File: src/rtl/qspi_xip_ctrl_if.sv
// Bus bundle for the XIP controller: CPU fetch/data ports plus the spi_master control lines.
// The controller takes the slave modport; the environment driving it takes the master modport.
interface qspi_xip_ctrl_if;
    logic        i_req;
    logic [23:0] i_addr;
    logic [31:0] i_rdata;
    logic        i_rvalid;

    logic        d_req;
    logic        d_we;
    logic [23:0] d_addr;
    logic [31:0] d_wdata;
    logic [31:0] d_rdata;
    logic        d_ack;

    logic        m_start;
    logic        m_stop;
    logic        m_cont;
    logic        m_write_enable;
    logic        m_is_instr;
    logic [23:0] m_addr;
    logic [5:0]  m_data_len;
    logic [31:0] m_data_in;
    logic [31:0] m_data_out;
    logic        m_done;

    modport slave (
        input  i_req, i_addr, d_req, d_we, d_addr, d_wdata, m_data_out, m_done,
        output i_rdata, i_rvalid, d_rdata, d_ack,
        output m_start, m_stop, m_cont, m_write_enable, m_is_instr, m_addr, m_data_len,
        output m_data_in
    );

    modport master (
        output i_req, i_addr, d_req, d_we, d_addr, d_wdata, m_data_out, m_done,
        input  i_rdata, i_rvalid, d_rdata, d_ack,
        input  m_start, m_stop, m_cont, m_write_enable, m_is_instr, m_addr, m_data_len,
        input  m_data_in
    );
endinterface

File: src/rtl/qspi_xip_ctrl.sv
// XIP front end: arbitrates fetch and data ports onto one spi_master and keeps a paused
// sequential instruction stream open so the next sequential fetch only needs a 'cont' pulse.
module qspi_xip_ctrl #(
    parameter int unsigned STREAM_IDLE_MAX = 64
) (
    input  logic           clk,
    input  logic           rst_n,
    qspi_xip_ctrl_if.slave bus
);
    localparam int unsigned CntW = $clog2(STREAM_IDLE_MAX + 1);

    typedef enum logic [2:0] {StIdle, StIssue, StWaitI, StStream, StStop, StWaitD} state_e;
    typedef enum logic [1:0] {TgtNone, TgtInstr, TgtData} target_e;

    state_e          state_q, state_d;
    target_e         target_q, target_d;
    logic            done_q;
    logic [23:0]     addr_q, addr_d;
    logic [23:0]     next_addr_q, next_addr_d;
    logic            we_q, we_d;
    logic            is_instr_q, is_instr_d;
    logic [31:0]     wdata_q, wdata_d;
    logic            stream_valid_q, stream_valid_d;
    logic [CntW-1:0] idle_cnt_q, idle_cnt_d;
    logic            cont_q, cont_d;
    logic [31:0]     i_rdata_q, i_rdata_d;
    logic [31:0]     d_rdata_q, d_rdata_d;
    logic            i_rvalid_q, i_rvalid_d;
    logic            d_ack_q, d_ack_d;

    logic done_edge, i_req_eff, d_req_eff, i_match;
    logic unused_addr_lsbs;

    assign done_edge = bus.m_done & ~done_q;
    // A requester may still hold its request during its own completion pulse; ignore it there.
    assign i_req_eff = bus.i_req & ~i_rvalid_q;
    assign d_req_eff = bus.d_req & ~d_ack_q;
    assign i_match   = stream_valid_q && ({bus.i_addr[23:2], 2'b00} == next_addr_q);
    assign unused_addr_lsbs = ^{bus.i_addr[1:0], bus.d_addr[1:0]};

    always_comb begin
        state_d        = state_q;
        target_d       = target_q;
        addr_d         = addr_q;
        next_addr_d    = next_addr_q;
        we_d           = we_q;
        is_instr_d     = is_instr_q;
        wdata_d        = wdata_q;
        stream_valid_d = stream_valid_q;
        idle_cnt_d     = idle_cnt_q;
        i_rdata_d      = i_rdata_q;
        d_rdata_d      = d_rdata_q;
        cont_d         = 1'b0;
        i_rvalid_d     = 1'b0;
        d_ack_d        = 1'b0;

        unique case (state_q)
            StIdle: begin
                if (d_req_eff) begin
                    addr_d     = {bus.d_addr[23:2], 2'b00};
                    we_d       = bus.d_we;
                    wdata_d    = bus.d_wdata;
                    is_instr_d = 1'b0;
                    state_d    = StIssue;
                end else if (i_req_eff) begin
                    addr_d     = {bus.i_addr[23:2], 2'b00};
                    we_d       = 1'b0;
                    is_instr_d = 1'b1;
                    state_d    = StIssue;
                end
            end
            StIssue: state_d = is_instr_q ? StWaitI : StWaitD;
            StWaitI: begin
                if (done_edge) begin
                    i_rdata_d      = bus.m_data_out;
                    i_rvalid_d     = 1'b1;
                    next_addr_d    = addr_q + 24'd4;
                    stream_valid_d = 1'b1;
                    idle_cnt_d     = '0;
                    state_d        = StStream;
                end
            end
            StWaitD: begin
                if (done_edge) begin
                    if (!we_q) d_rdata_d = bus.m_data_out;
                    d_ack_d = 1'b1;
                    state_d = StIdle;
                end
            end
            StStream: begin
                if (d_req_eff) begin
                    addr_d     = {bus.d_addr[23:2], 2'b00};
                    we_d       = bus.d_we;
                    wdata_d    = bus.d_wdata;
                    is_instr_d = 1'b0;
                    target_d   = TgtData;
                    idle_cnt_d = '0;
                    state_d    = StStop;
                end else if (i_req_eff && i_match) begin
                    addr_d     = next_addr_q;
                    we_d       = 1'b0;
                    is_instr_d = 1'b1;
                    cont_d     = 1'b1;
                    idle_cnt_d = '0;
                    state_d    = StWaitI;
                end else if (i_req_eff) begin
                    addr_d     = {bus.i_addr[23:2], 2'b00};
                    we_d       = 1'b0;
                    is_instr_d = 1'b1;
                    target_d   = TgtInstr;
                    idle_cnt_d = '0;
                    state_d    = StStop;
                end else if (idle_cnt_q == CntW'(STREAM_IDLE_MAX - 1)) begin
                    target_d   = TgtNone;
                    idle_cnt_d = '0;
                    state_d    = StStop;
                end else begin
                    idle_cnt_d = idle_cnt_q + 1'b1;
                end
            end
            StStop: begin
                stream_valid_d = 1'b0;
                target_d       = TgtNone;
                state_d        = (target_q == TgtNone) ? StIdle : StIssue;
            end
            default: state_d = StIdle;
        endcase
    end

    always_ff @(posedge clk or negedge rst_n) begin
        if (!rst_n) begin
            state_q        <= StIdle;
            target_q       <= TgtNone;
            done_q         <= 1'b0;
            addr_q         <= '0;
            next_addr_q    <= '0;
            we_q           <= 1'b0;
            is_instr_q     <= 1'b0;
            wdata_q        <= '0;
            stream_valid_q <= 1'b0;
            idle_cnt_q     <= '0;
            cont_q         <= 1'b0;
            i_rdata_q      <= '0;
            d_rdata_q      <= '0;
            i_rvalid_q     <= 1'b0;
            d_ack_q        <= 1'b0;
        end else begin
            state_q        <= state_d;
            target_q       <= target_d;
            done_q         <= bus.m_done;
            addr_q         <= addr_d;
            next_addr_q    <= next_addr_d;
            we_q           <= we_d;
            is_instr_q     <= is_instr_d;
            wdata_q        <= wdata_d;
            stream_valid_q <= stream_valid_d;
            idle_cnt_q     <= idle_cnt_d;
            cont_q         <= cont_d;
            i_rdata_q      <= i_rdata_d;
            d_rdata_q      <= d_rdata_d;
            i_rvalid_q     <= i_rvalid_d;
            d_ack_q        <= d_ack_d;
        end
    end

    assign bus.m_start        = (state_q == StIssue);
    assign bus.m_stop         = (state_q == StStop);
    assign bus.m_cont         = cont_q;
    assign bus.m_write_enable = we_q;
    assign bus.m_is_instr     = is_instr_q;
    assign bus.m_addr         = addr_q;
    assign bus.m_data_len     = 6'd32;
    assign bus.m_data_in      = wdata_q;
    assign bus.i_rdata        = i_rdata_q;
    assign bus.i_rvalid       = i_rvalid_q;
    assign bus.d_rdata        = d_rdata_q;
    assign bus.d_ack          = d_ack_q;
endmodule
File: src/flat_wrapper.sv
// flat-port wrapper written by rule: the top's interface ports become plain ports
module qspi_xip_ctrl_flat 
#(
    parameter int unsigned STREAM_IDLE_MAX = 64
)
  (clk, rst_n, bus_i_req, bus_i_addr, bus_d_req, bus_d_we, bus_d_addr, bus_d_wdata, bus_m_data_out, bus_m_done, bus_i_rdata, bus_i_rvalid, bus_d_rdata, bus_d_ack, bus_m_start, bus_m_stop, bus_m_cont, bus_m_write_enable, bus_m_is_instr, bus_m_addr, bus_m_data_len, bus_m_data_in);
  qspi_xip_ctrl_if bus_i ();
  input  logic clk;
  input  logic rst_n;
  input wire logic [$bits(bus_i.i_req)-1:0] bus_i_req;
  input wire logic [$bits(bus_i.i_addr)-1:0] bus_i_addr;
  input wire logic [$bits(bus_i.d_req)-1:0] bus_d_req;
  input wire logic [$bits(bus_i.d_we)-1:0] bus_d_we;
  input wire logic [$bits(bus_i.d_addr)-1:0] bus_d_addr;
  input wire logic [$bits(bus_i.d_wdata)-1:0] bus_d_wdata;
  input wire logic [$bits(bus_i.m_data_out)-1:0] bus_m_data_out;
  input wire logic [$bits(bus_i.m_done)-1:0] bus_m_done;
  output wire logic [$bits(bus_i.i_rdata)-1:0] bus_i_rdata;
  output wire logic [$bits(bus_i.i_rvalid)-1:0] bus_i_rvalid;
  output wire logic [$bits(bus_i.d_rdata)-1:0] bus_d_rdata;
  output wire logic [$bits(bus_i.d_ack)-1:0] bus_d_ack;
  output wire logic [$bits(bus_i.m_start)-1:0] bus_m_start;
  output wire logic [$bits(bus_i.m_stop)-1:0] bus_m_stop;
  output wire logic [$bits(bus_i.m_cont)-1:0] bus_m_cont;
  output wire logic [$bits(bus_i.m_write_enable)-1:0] bus_m_write_enable;
  output wire logic [$bits(bus_i.m_is_instr)-1:0] bus_m_is_instr;
  output wire logic [$bits(bus_i.m_addr)-1:0] bus_m_addr;
  output wire logic [$bits(bus_i.m_data_len)-1:0] bus_m_data_len;
  output wire logic [$bits(bus_i.m_data_in)-1:0] bus_m_data_in;
  assign bus_i.i_req = bus_i_req;
  assign bus_i.i_addr = bus_i_addr;
  assign bus_i.d_req = bus_d_req;
  assign bus_i.d_we = bus_d_we;
  assign bus_i.d_addr = bus_d_addr;
  assign bus_i.d_wdata = bus_d_wdata;
  assign bus_i.m_data_out = bus_m_data_out;
  assign bus_i.m_done = bus_m_done;
  assign bus_i_rdata = bus_i.i_rdata;
  assign bus_i_rvalid = bus_i.i_rvalid;
  assign bus_d_rdata = bus_i.d_rdata;
  assign bus_d_ack = bus_i.d_ack;
  assign bus_m_start = bus_i.m_start;
  assign bus_m_stop = bus_i.m_stop;
  assign bus_m_cont = bus_i.m_cont;
  assign bus_m_write_enable = bus_i.m_write_enable;
  assign bus_m_is_instr = bus_i.m_is_instr;
  assign bus_m_addr = bus_i.m_addr;
  assign bus_m_data_len = bus_i.m_data_len;
  assign bus_m_data_in = bus_i.m_data_in;
  qspi_xip_ctrl #(.STREAM_IDLE_MAX(STREAM_IDLE_MAX)) u_core (.clk(clk), .rst_n(rst_n), .bus(bus_i));
endmodule
File: config.mk
export PLATFORM = sky130hd
export DESIGN_NAME = qspi_xip_ctrl_flat
export DESIGN_NICKNAME = d
export VERILOG_FILES = /design/src/rtl/qspi_xip_ctrl_if.sv /design/src/rtl/qspi_xip_ctrl.sv /design/src/flat_wrapper.sv
export SDC_FILE = /design/constraint.sdc
export NUM_CORES = 1
export LEC_CHECK = 0
export ABC_AREA = 1
export BUFFER_PORTS_ARGS = -buffer_cell sky130_fd_sc_hd__buf_2
export CORE_ASPECT_RATIO = 0.75
export CORE_MARGIN = 2
export CORE_UTILIZATION = 55
export DETAILED_ROUTE_END_ITERATION = 12
export PLACE_DENSITY = 0.85
export REMOVE_ABC_BUFFERS = 1
export SLEW_MARGIN = 40
export SYNTH_ARGS = -nofsm -noshare
export SYNTH_HDL_FRONTEND = slang
export SYNTH_SLANG_ARGS = --single-unit
File: constraint.sdc
create_clock -name clk -period 2.6 [get_ports clk]
set_input_delay 0.52 -clock clk [delete_from_list [all_inputs] [get_ports clk]]
set_output_delay 0.52 -clock clk [all_outputs]
set_load 0.03 [all_outputs]
==> results.cfg, run 1 <==
[routing]
dr.first_iter.drc_count = 539
first_pass_iters = 5
vias = 7427
drt-wirelength-per-cell_um = 15.09
ant_nets = 0
via_per_inst = 5.165
drcViolationCount = 0
routed_wl_um = 21690

[yosys]
syn_inst = 1017
synth-simple-area-share_pct = 25.12
synth_warnings = 0
synth_top_family_by_area = simple AND/OR/NAND/NOR gates
synth_area_mm2 = 0.007866
synth_cell_type_count = 38
synthMuxAreaShare_pct = 0.2863
synth_ff_type = dfrtp_1
ys_ff_latch = 163
yosysTopAreaCell = dfrtp_1
synthTopCellsByArea = dfrtp_1, nand2_1, inv_1, o21ai_1, nor2_1
yosysSeqAreaShare_pct = 51.85
synth.top_cell.area_share_pct = 51.85
synthArstFlopShare_pct = 100.0
avgSynthCellArea_um2 = 7.735
synthAdderAreaFrac_pct = 0.3181
synth.top_cells.by_count = nand2_1, dfrtp_1, inv_1
yosysMostFrequentCell = nand2_1
synth_compound_gate_area_share_pct = 11.29
synth_edf_count = 0
synthXorXnorAreaFrac_pct = 1.447

[floorplanning]
core-area_mm2 = 0.01384
fp.dieH_um = 107.6
num_io_pins = 251
start_util_pct = 56.83
die_w_um = 142.1
dieArea_mm2 = 0.01529
row_count = 37

[global_route]
antenna_found_initial = 0
grt_pass1_wl_um = 34430
use_met2_pct = 46.86
met1_usage_pct = 35.64
met3_usage_pct = 10.45
overflow = 0
grt_start_max_net_pins = 65
grt_pass1_vias = 7194
grt_use_total_pct = 28.90
busiest_layer = met2

[sta]
relSlewSlack_pct = 55.58
setup_viol = 0
final.setup.worst_slack_ps = 533.4
rsz0062_at_grt = no
fin_crit_ps = 2067
slew_viol_final = 0
tightestPinTransition_ps = 666.3
clock.fmax_mhz = 483.9
timing.final.crit_share_pct = 79.48
finClkSkew_ps = 10.44
hold_violations = 0

[placed_design]
place_congestion = 0.8946
hpwlAfterDp_um = 15610
pre_cts_slack_ps = 511.4
portBuffers = 240

[setup_path]
startpoint_type = register
arrival_ps = 1550
path_class = register to primary output
required_ps = 2080
critPathMaxStageDelay_ps = 470
worstSetupEndpointType = primary output
cp_cell_sequence = nor2_1 -> nand2_1 -> inv_1 -> buf_2
critPathMaxFanout = 7
cpMaxStageDelayCell = dfrtp_1

[cells_and_area]
nets = 1371
drive_gt1_share_pct = 25.02
area_growth_pct = 24.89
diodes = 0
nFillCells = 1092

[clocking]
cts_max_level = 4
hold_buffers = 0
clock_latency_ps = 420
cts_root_buf = clkbuf_16
cts.path.max_buffers = 2
cts_resized = 0
cts_setup_buffers = 0
cts_tree = done
cts-buffers-inserted = 17
clkTransAtPathRegs_ps = 70
cts_sinks = 163

[run]
cap_violations = 0

[status]
run_status = completed

[pwr]
power_density_mw_per_mm2 = 1290
p_leak_nw = 5.586
total_power_w = 0.01268
ir_worst_vdd_uv = 870.6

[min_path]
hold_class = input pin to async pin
## cells in the final DEF, fill, tap and decap left out, types with 2 or more instances in the layout
cell type / count
nor2_1: 91
a21oi_1: 10
nand3_1: 23
nor2_2: 3
buf_4: 14
nand4_1: 7
nand2_1: 341
inv_6: 4
nor2_4: 4
a211oi_1: 15
a31oi_1: 2
conb_1: 6
nor3_1: 5
clkbuf_16: 17
inv_1: 130
xor2_1: 12
o21ai_0: 48
nand2_2: 7
inv_8: 4
clkinvlp_4: 2
inv_2: 7
o22ai_1: 3
bufinv_16: 3
ha_1: 2
dfrtp_1: 163
nand3_2: 2
buf_2: 239
o21ai_1: 83
## per-layer routing
layer,wire [um],up-vias,share of wire [%]
li1,-,3621,-
met1,9042,3456,42
met2,10060,295,46
met3,2040,55,9.4
met4,552,0,2.5
met5,0,-,0
## registers in the layout, summed over array words and instances (netlist names), 2 cells and up
name,count
u_core.bus.m_data_in,32
u_core.idle_cnt_q,7
u_core.bus.m_addr,24
u_core.bus.i_rdata,32
u_core.target_q,2
u_core.state_q,3
u_core.bus.d_rdata,32
u_core.next_addr_q,24
## area by class of cell
type / count / area [um2] / area share, %
Tap cell: 175 / 219.0 / 2.229
Timing Repair Buffer: 255 / 1333 / 13.56
Sequential cell: 163 / 4079 / 41.52
Multi-Input combinational cell: 676 / 3050 / 31.05
Clock buffer: 18 / 439.2 / 4.470
Inverter: 138 / 519.2 / 5.285
Clock inverter: 13 / 185.2 / 1.885
## kinds of logic after synthesis
group / count (synthesis)
flip-flops: 163
other: 2
XOR/XNOR: 13
AND/OR/NAND/NOR: 488
AO/OA/AOI/OAI: 165
multiplexers: 2
adder cells (fa/ha/maj): 2
buffers and inverters: 182
## report_power, final
part	total [W]	internal, W	switching, W
logic	0.00553	0.00162	0.00391
clock network	0.00269	0.00157	0.00112
registers	0.00446	0.00362	0.000833
total	0.0127	0.00681	0.00586
## final timing paths
path | end | startpoint | slack [ps] | depth (start not counted)
min in group clk | u_core.done_q$_DFF_PN0_ | bus_m_done | 220 | 1
hold / removal | u_core.next_addr_q[13]$_DFFE_PN0P_ | rst_n | 70 | 1
setup / recovery | bus_m_stop | u_core.state_q[0]$_DFFE_PN0P_ | 530 | 4
hold reg to reg | u_core.bus.m_data_in[23]$_DFFE_PN0P_ | u_core.bus.m_data_in[23]$_DFFE_PN0P_ | 470 | 2
setup reg to reg | u_core.bus.i_rdata[18]$_DFFE_PN0P_ | u_core.state_q[1]$_DFFE_PN0P_ | 620 | 7
max in group asynchronous | u_core.bus.i_rdata[13]$_DFFE_PN0P_ | rst_n | 1750 | 2
## worst max-delay path: cells and delay by family (launching register included)
| family | cells | cell delay (ps) |
|---|---|---|
| flops | 1 | 470 |
| buf+inv | 2 | 400 |
| simple gates | 2 | 260 |
## metrics by stage
step	utilization [%]	hold slack [ps]	setup TNS (ps)	instance area [um2]	cells
6_report	70.98	66.15	0	9824	1438
5_1_grt	70.98	114.5	0	9824	1438
4_1_cts	70.98	95.97	0	9824	1438
3_5_place_dp	66.46	459.6	0	9200	1407
3_3_place_gp	66.46	458.1	0	9200	1407
2_1_floorplan	-	224.4	-6612	7646	977
No activity file was read; power rests on OpenSTA's default activity.
==> inputs of run 2 (changes only) <==
- ABC_AREA: 1 -> 0
- CORE_UTILIZATION: 55 -> 51
- PLACE_DENSITY: 0.85 -> 0.81
- clock period: 2.6 -> 2.1 ns (I/O delays scaled with it)
==> run 2 against run 1 <==
  * Non-clock buffer count is 17 higher
  * Sequential share of layout area grew 0.62 points
  * Die area is 3.3% higher
  * Clock-buffer cell count stayed put
  * Power up 28%
  * Cell area shrank 1.4%
  * Final cell count shrank 17%
  * Sequential power rose by 27%
  * Clock power grew 14%
  * Via count down 15%
  * Clock skew increased by 1.7 ps
==> results.cfg, run 2 <==
[cells_and_area]
mostFrequentLayoutCells = buf_2, dfrtp_1, nand2_1
drive_gt1_share_pct = 38.91
nets = 1099
design_area_mm2 = 0.009683
area_growth_pct = 28.32
layout_commonest_cell = buf_2
diodes = 0

[setup_path]
cpMaxStageDelayCell = nor3_1
path_class = register to register
critPathMaxStageDelay_ps = 420
required_ps = 2410
worstSetupEndpointType = register
cp_cell_sequence = ha_1 -> nand3_1 -> nor3_1 -> or2_1 -> o21ai_0 -> a211o_1
arrival_ps = 2290
startpoint_type = register
critPathMaxFanout = 4

[global_route]
antenna_found_initial = 1
grt_pass1_vias = 6378
grt_start_max_net_pins = 72
grt_pass1_wl_um = 32660
grt_use_total_pct = 26.95
overflow = 0

[routing]
dr.first_iter.drc_count = 380
drt-wirelength-per-cell_um = 17.50
routed_wl_um = 20860
via_per_inst = 5.326
first_pass_iters = 4
vias = 6348
drcViolationCount = 0
ant_nets = 0

[pwr]
ir_worst_vdd_uv = 1015
power_density_mw_per_mm2 = 1672
p_leak_nw = 4.751

[clocking]
clkTransAtPathRegs_ps = 70
cts_tree = done
cts_max_level = 4
cts_setup_buffers = 0
cts-buffers-inserted = 17
cts_root_buf = clkbuf_16
cts.path.max_buffers = 2
cts_sinks = 163
clock_latency_ps = 430

[sta]
timing.final.crit_share_pct = 94.30
finClkSkew_ps = 12.12
setup_viol = 0
slew_viol_final = 0
rsz0062_at_grt = no
final.setup.worst_slack_ps = 119.7
fin_crit_ps = 1980
hold_violations = 0
clock.fmax_mhz = 505.0

[yosys]
synth_edf_count = 0
synth_cell_type_count = 55
synthAdderAreaFrac_pct = 0.3316
synth_area_mm2 = 0.007546
ys_ff_latch = 163
synth_top_family_by_area = simple AND/OR/NAND/NOR gates
synth.top_cell.area_share_pct = 54.05
synth-simple-area-share_pct = 16.76
yosysMostFrequentCell = dfrtp_1
synthTopCellsByArea = dfrtp_1, mux2_2, nand2_1, xnor2_1, o21ai_0
synthMuxAreaShare_pct = 10.88
synth_ff_type = dfrtp_1
avgSynthCellArea_um2 = 10.29
synthXorXnorAreaFrac_pct = 5.107
yosysSeqAreaShare_pct = 54.05
synth_warnings = 0
synth.top_cells.by_count = dfrtp_1, nand2_1, mux2_2
syn_inst = 733
yosysTopAreaCell = dfrtp_1
synth_compound_gate_area_share_pct = 9.037
synthArstFlopShare_pct = 100.0

[placed_design]
placed_area_mm2 = 0.009079
portBuffers = 240
pre_cts_slack_ps = 141.4
hpwlAfterDp_um = 15010
place_congestion = 0.8949

[floorplanning]
start_util_pct = 52.21
die_w_um = 144.5
dieArea_mm2 = 0.01579
row_count = 38
fp.dieH_um = 109.3
core-area_mm2 = 0.01445
num_io_pins = 251

[status]
run_status = completed

[min_path]
hold_class = input pin to register

[run]
cap_violations = 0
## run 2: kinds of logic (layout without fill, tap and decap cells)
group                      count (synthesis)  count (layout)
and+or+nand+nor                          278             278
DFF                                      163             163
AOI/OAI and AO/OA                        115             115
muxes                                     74              74
buffers and inverters                     55             310
xor gates and xnor gates                  44              44
adders and majority gates                  2               2
other                                      2               6
## run 2: per-stage QoR
stage          power (W)  util (%)  hold slack [ps]  cells  TNS, ps
2_1_floorplan    0.01048         -            124.4    688   -78320
3_3_place_gp     0.01287     62.81            382.7   1159        0
5_1_grt          0.01707     66.99            119.7   1192        0
3_5_place_dp     0.01309     62.81            385.0   1159        0
6_report         0.01619     66.99            127.3   1192        0
4_1_cts          0.01622     66.97            115.3   1192        0
## run 2: timing repair
action | 4_1_cts | 5_1_grt
hold buffers | 1 | 0
gates resized for setup | 0 | 2
setup endpoints to repair | 0 | 1
hold endpoints to repair | 43 | 0
## run 2: worst paths after layout
check / startpoint / end / slack (ps) / cells past startpoint
setup / recovery: u_core.idle_cnt_q[0]$_DFFE_PN0P_ / u_core.state_q[0]$_DFFE_PN0P_ / 120 / 6
hold / removal: bus_m_done / u_core.done_q$_DFF_PN0_ / 130 / 1
setup reg to reg: u_core.idle_cnt_q[0]$_DFFE_PN0P_ / u_core.state_q[0]$_DFFE_PN0P_ / 120 / 6
hold reg to reg: u_core.bus.i_rdata[13]$_DFFE_PN0P_ / u_core.bus.i_rdata[13]$_DFFE_PN0P_ / 470 / 2
max in group asynchronous: rst_n / u_core.target_q[0]$_DFFE_PN0P_ / 970 / 3
min in group asynchronous: rst_n / u_core.next_addr_q[15]$_DFFE_PN0P_ / 500 / 2
## run 2: final cells by class
| cell class | count | area [um2] |
|---|---|---|
| clock buffer | 18 | 429.2 |
| clock inverter | 14 | 161.4 |
| fill | 1138 | 4771 |
| inverter | 6 | 22.52 |
| multi-input combinational | 519 | 3214 |
| sequential | 163 | 4080 |
| tap | 200 | 250.2 |
| timing repair buffer | 272 | 1525 |
## run 2: metal layers
metal  part of all wire [%]  wire length [um]  GRT usage, %  vias to the layer above
met5                  0.062                13             0                        -
met4                    2.1               428         8.183                        2
met3                     11              2275         10.32                       39
met2                     48              9925         43.87                      287
met1                     39              8214         33.77                     3033
li1                       -                 -             -                     2987
## run 2: worst max-delay path: cells and delay by family, from the launching register on
kind | cells | cell delay (ps)
adders and majority gates | 1 | 210
DFF | 1 | 400
AOI/OAI and AO/OA | 2 | 420
and+or+nand+nor | 3 | 830
## run 2: report_power, final
group          leakage [nW]  internal, W  switching [W]
registers              1.98      0.00457        0.00109
logic                  2.48      0.00259        0.00488
clock network         0.284      0.00160        0.00146
total                  4.75      0.00876        0.00743
